==> config.mk <==
export PLATFORM = sky130hd
export DESIGN_NAME = addr_dec_target
export DESIGN_NICKNAME = d
export VERILOG_FILES = /design/src/rtl/addr_dec_target.sv
export SDC_FILE = /design/constraint.sdc
export NUM_CORES = 1
export LEC_CHECK = 0
export CAP_MARGIN = 15
export CORE_UTILIZATION = 45
export CTS_CLUSTER_DIAMETER = 200
export DETAILED_ROUTE_END_ITERATION = 10
export HOLD_SLACK_MARGIN = 0.06
export PLACE_DENSITY_LB_ADDON = 0.2
export SYNTH_ARGS = -nofsm -noshare
export SYNTH_HDL_FRONTEND = slang
export SYNTH_SLANG_ARGS = --single-unit
==> constraint.sdc <==
create_clock -name clock -period 5.1 [get_ports clock]
set_input_delay 1.53 -clock clock [delete_from_list [all_inputs] [get_ports clock]]
set_output_delay 1.53 -clock clock [all_outputs]
set_load 0.005 [all_outputs]
==> src/rtl/addr_dec_target.sv <==
// rtl/addr_dec_target.sv - decoder target: 16x8 register file with programmable wait states and one-cycle ack
module addr_dec_target #(
  parameter int SLAVE_ID    = 0,
  parameter int WAIT_CYCLES = 1
) (
  input  logic       clock,
  input  logic       reset,
  input  logic [4:0] sel_en_in,
  input  logic       wr_rd_s_in,
  input  logic [7:0] addr_in,
  input  logic [7:0] wr_data_in,
  output logic [7:0] rd_data_out,
  output logic       ack_out
);

  typedef enum logic [1:0] {
    ST_IDLE,
    ST_WAIT,
    ST_ACK,
    ST_RELEASE
  } state_t;

  localparam logic [3:0] WAIT_LAST = 4'((WAIT_CYCLES > 0) ? WAIT_CYCLES - 1 : 0);
  localparam logic [7:0] ID_VALUE  = 8'hA0 | 8'(SLAVE_ID);

  state_t     state, state_next;
  logic [3:0] wait_cnt;
  logic       cap_wr;
  logic [7:0] cap_addr;
  logic [7:0] cap_data;
  logic [7:0] regs [0:14];
  logic       sel;
  logic       in_range;
  logic       is_id;

  assign sel      = sel_en_in[SLAVE_ID];
  assign in_range = (cap_addr[7:4] == 4'h0);
  assign is_id    = (cap_addr[3:0] == 4'hF);

  always_ff @(posedge clock) begin
    if (reset) begin
      state    <= ST_IDLE;
      wait_cnt <= 4'h0;
      cap_wr   <= 1'b0;
      cap_addr <= 8'h00;
      cap_data <= 8'h00;
      for (int i = 0; i < 15; i++) begin
        regs[i] <= 8'h00;
      end
    end else begin
      state <= state_next;
      if (state == ST_IDLE && sel) begin
        cap_wr   <= wr_rd_s_in;
        cap_addr <= addr_in;
        cap_data <= wr_data_in;
        wait_cnt <= 4'h0;
      end else if (state == ST_WAIT) begin
        wait_cnt <= wait_cnt + 4'd1;
      end
      // Writes land only at the end of the ack cycle, so an abort or reset never commits.
      if (state == ST_ACK && cap_wr && in_range && !is_id) begin
        regs[cap_addr[3:0]] <= cap_data;
      end
    end
  end

  always_comb begin
    state_next = state;
    case (state)
      ST_IDLE: begin
        if (sel) begin
          state_next = (WAIT_CYCLES > 0) ? ST_WAIT : ST_ACK;
        end
      end
      ST_WAIT: begin
        if (!sel) begin
          state_next = ST_IDLE;
        end else if (wait_cnt == WAIT_LAST) begin
          state_next = ST_ACK;
        end
      end
      ST_ACK: state_next = ST_RELEASE;
      ST_RELEASE: begin
        if (!sel) begin
          state_next = ST_IDLE;
        end
      end
      default: state_next = ST_IDLE;
    endcase
  end

  always_comb begin
    ack_out     = 1'b0;
    rd_data_out = 8'h00;
    if (state == ST_ACK) begin
      ack_out = 1'b1;
      if (!cap_wr) begin
        if (!in_range) begin
          rd_data_out = 8'hFF;
        end else if (is_id) begin
          rd_data_out = ID_VALUE;
        end else begin
          rd_data_out = regs[cap_addr[3:0]];
        end
      end
    end
  end

endmodule

### Word level (Yosys, flattened, before mapping)

Memory sizes are Yosys's and may differ from the RTL's. A register that Yosys moved wholly into a read port is not among the register bits.
Cells that the tools add are included.
W data, S select, Z words.

* logic and storage cells: 45
* memories: 1
* bits in writable memories: 120
* register bits after elaboration: 23
* output and inout port bits: 9

Memory list
* regs: depth 15, width 8, read ports 1, clocked after Yosys merged registers in 1, write ports 15, RTL line 31 `logic [7:0] regs [0:14];`

* add/subtract/negate cells: 1
* multiplexer cells: 20
* reduce and logical (&&, ||, !) cells: 11
* equality and inequality tests: 7

Operator list (number)
* $mux W8: 5
* $mux W4: 3
* $logic_not A4 Y1: 2
* $mux W2: 4
* $pmux W2 S4: 1
* $reduce_or A8 Y1: 1
* $mux W1: 7
* $add A4 B1 Y4 const B: 1
* $eq A2 B2 Y1 const B: 2
* $eq A4 B4 Y1 const B: 1
* $logic_and A1 B1 Y1: 4
* $ne A2 B2 Y1 const B: 2
* $ne A3 B2 Y1 const B: 1
* $reduce_and A3 Y1: 1
* $eq A2 B1 Y1 const B: 1
* $logic_not A2 Y1: 1
* $reduce_or A2 Y1: 1
* $logic_not A1 Y1: 1

### Logic depth before layout (Yosys ltp)

* depth in word-level cells: 9
* depth in mapped cells: 7

### Worst setup path after synthesis

No wires, ideal clock.

* path type: reg2out
* start: reg with a tool-made name
* end: out rd_data_out[5]
* stages on the path, launching flop included: 6
* setup slack: 2.079 ns
* arrival time: 1.491 ns
* required time: 3.570 ns
* buffers on the path: 1
* path through: dfxtp_1 > buf_4 > mux4_2 > mux2i_1 > a21oi_1 > o21a_1

RTL lines
* end: declaration: RTL line 12 `output logic [7:0] rd_data_out,`

==> impl_metrics.ini <==
[run_status]
status = finished, final reports clean

[synthesis]
synth_largest_area_cell = edfxtp_1
synthFlopType = edfxtp_1
synth_top_area_share_pct = 54.6
synth_area_um2 = 7040
synth-warning-count = 0
synth_common_cells = 128 x edfxtp_1, 121 x and2_1, 42 x nand2_1
synth_most_common_cell = edfxtp_1
ys_seq_area_share_pct = 62.2
synth_edf_count = 128
syn_inst = 513
synth_area_per_cell_um2 = 13.7
async_flop_share_pct = 0
ys_ff_latch = 155
synth_cell_type_count = 43
synthTopCellsByArea = edfxtp_1 55%, and2_1 11%, mux4_2 9.6%

[worst_setup_path]
r2r_slack_ps = 2720
reg2reg_depth = 4
path_max_fanout = 23
path_cells = mux4_2 > mux2i_1 > or3_1 > nand3_1 > clkdlybuf4s50_1
cp_slowest_cell = dfxtp_1
critPathKind = flop to output port
timing.critical_path.required_ps = 3570
reg2reg_to = regs[5][0]
cpPeakStageDelay_ps = 1010
arrival_ps = 2940
rr_startpoint = cap_addr[7]
endpoint_kind = output port
cp-start-kind = flop

[floorplanning]
core.rowCount = 45
core_um2 = 15300
initial_core_util_pct = 46.2
io_pins = 33
die_w_um = 127
dieArea_um2 = 16200
die_h_um = 127

[global_routing]
grt_use_met2_pct = 31.2
gr-max-usage-layer = met2
antenna_found_initial = 0
grt_pass1_wl_um = 23000
grt_util_met3_pct = 4.02
first_global_vias = 3996
grt_max_degree = 39
grt_use_total_pct = 20.1
grt-ovfl-total = 0
gr-usage-met1_pct = 28.3

[power_and_ir_drop]
total_power_mw = 2.87
powerDensity_nw_per_um2 = 355
combPwrFrac_pct = 7.1
swShare_pct = 22.6
power.leakage_nw = 2.88
p_int_mw = 2.23
clockPowerShare_pct = 41.4
pwr-share-seq_pct = 51.5
vdd_drop_max_mv = 0.251
power.switching_mw = 0.649

[finish]
areaGrowthSynthToFinish_pct = 15.0
drive_above_1_share_pct = 18.1
layout.nets = 572
final_core_util_pct = 53.1
fill_cells = 1274
diodes = 0

[timing]
hold_viol = 0
setup_ws_ps = 629
setup_viol = 0
skew_ps = 5.61
whs_ps = 493
fin_setup_tns_ps = 0
slew_headroom_pct = 30.4
tightest_slew_ps = 1040
period_share_pct = 87.7
fmax_mhz = 224
post-route-min-period_ps = 4470
rsz0062_at_grt = false
drv_slew = 0

[routing]
first_pass_iters = 4
vias = 4045
drt-initial-drc-count = 369
drc = 0
ant_nets = 0
drt_wl_total_um = 15100
via_per_inst = 5.25
wire_per_inst_um = 19.6

[clocking]
cts_buffers = 17
postCtsSetupBuffers = 0
htreeDepth = 4
cts.path.max_buffers = 2
insertion_delay_ps = 430
cts_resized = 0
clock-root-buffer = clkbuf_16
tritoncts = yes
hold_buffers = 0
cts_num_sinks = 155
clk_pin_slew_worst_paths_ps = 60

[place]
pre_cts_slack_ps = 1000
routabilityCongestion = 0.826
io_buffers = 28
hpwlAfterDp_um = 10100

[min_path]
hold_path_startpoint = cap_addr[4]
worstHoldPathCells = 2
min_to = cap_addr[4]
hold_class = flop to flop

[job]
maxCapViolCount = 0
==> registers in the layout, summed over array words and instances, names as in the netlist, named ones only <==
register,flops
cap_addr,8
cap_data,8
cap_wr,1
regs,128
state,1
wait_cnt,4
==> kinds of logic (layout without fill, tap and decap cells) <==
logic type               after synthesis  count (layout)  share of synthesized area, %
adder cells (fa/ha/maj)                2               2                         0.355
AND/OR/NAND/NOR                      243             243                          20.4
buffers and inverters                 33              72                          2.29
AO/OA/AOI/OAI                         37              37                          3.25
other                                  1               8                        0.0532
flip-flops                           155             155                          62.2
multiplexers                          42              42                          11.4
==> worst max path at each step <==
stage | start | endpoint | slack (ps) | depth (start not counted)
2_1_floorplan | flop | rd_data_out[5] | 2080 | 5
3_3_place_gp | flop | rd_data_out[6] | 1020 | 5
3_5_place_dp | flop | rd_data_out[6] | 1000 | 5
4_1_cts | flop | rd_data_out[1] | 540 | 5
5_1_grt | flop | rd_data_out[6] | 380 | 5
6_report | flop | rd_data_out[1] | 630 | 5
==> cells in the final DEF (no fill, tap or decap), drive strengths merged, types with 2 or more instances in the layout <==
cell / synthesis / final
a21oi: 20 / 20
a22oi: 7 / 7
and2: 121 / 121
buf: 15 / 8
clkbuf: 14 / 20
clkdlybuf4s50: 0 / 28
clkinv: 0 / 8
conb: 1 / 8
dfxtp: 27 / 27
edfxtp: 128 / 128
ha: 2 / 2
inv: 4 / 6
mux2: 5 / 5
mux2i: 7 / 7
mux4: 30 / 30
nand2: 42 / 42
nand2b: 6 / 6
nand3: 8 / 8
nand4b: 2 / 2
nor2: 20 / 20
nor2b: 3 / 3
nor3: 8 / 8
nor3b: 2 / 2
nor4: 3 / 3
nor4b: 2 / 2
o21a: 2 / 2
o22ai: 3 / 3
or2: 16 / 16
or3: 5 / 5
==> routing by layer <==
layer	share of wire (%)	routed length [um]
met1	48	7210
met2	47	7030
met3	4.0	607
met4	1.6	236
met5	0	0
==> critical path, delay by kind of cell, from the launching register on <==
kind          cells  cell delay (ps)
flops             1             1010
buf+inv           1              500
simple gates      2              440
mux               2              550
==> power groups by stage <==
stage / registers, mW / clock network [mW] / logic [mW]
CTS: 1.48 / 1.21 / 0.204
finish: 1.48 / 1.19 / 0.203
global route: 1.49 / 1.27 / 0.218
global placement: 1.51 / 0 / 0.201
floorplan: 1.46 / 0 / 0.160
detailed placement: 1.51 / 0 / 0.204
==> final cells by class <==
type | count | area [um^2] | share of cell area [%]
clock inverters | 12 | 93.8 | 1.16
inverters | 4 | 15.0 | 0.185
multi-input cells | 332 | 2520 | 31.2
well taps | 211 | 264 | 3.26
clock buffers | 20 | 468 | 5.77
repair buffers | 36 | 353 | 4.35
flip-flops and latches | 155 | 4390 | 54.1
==> through the flow <==
stage,instances,area [um^2]
after detailed placement,738,7540
after floorplan,520,7070
after global routing,770,8100
after global placement,738,7540
after CTS,770,8100
final,770,8100
No activity file was read; power rests on OpenSTA's default activity.
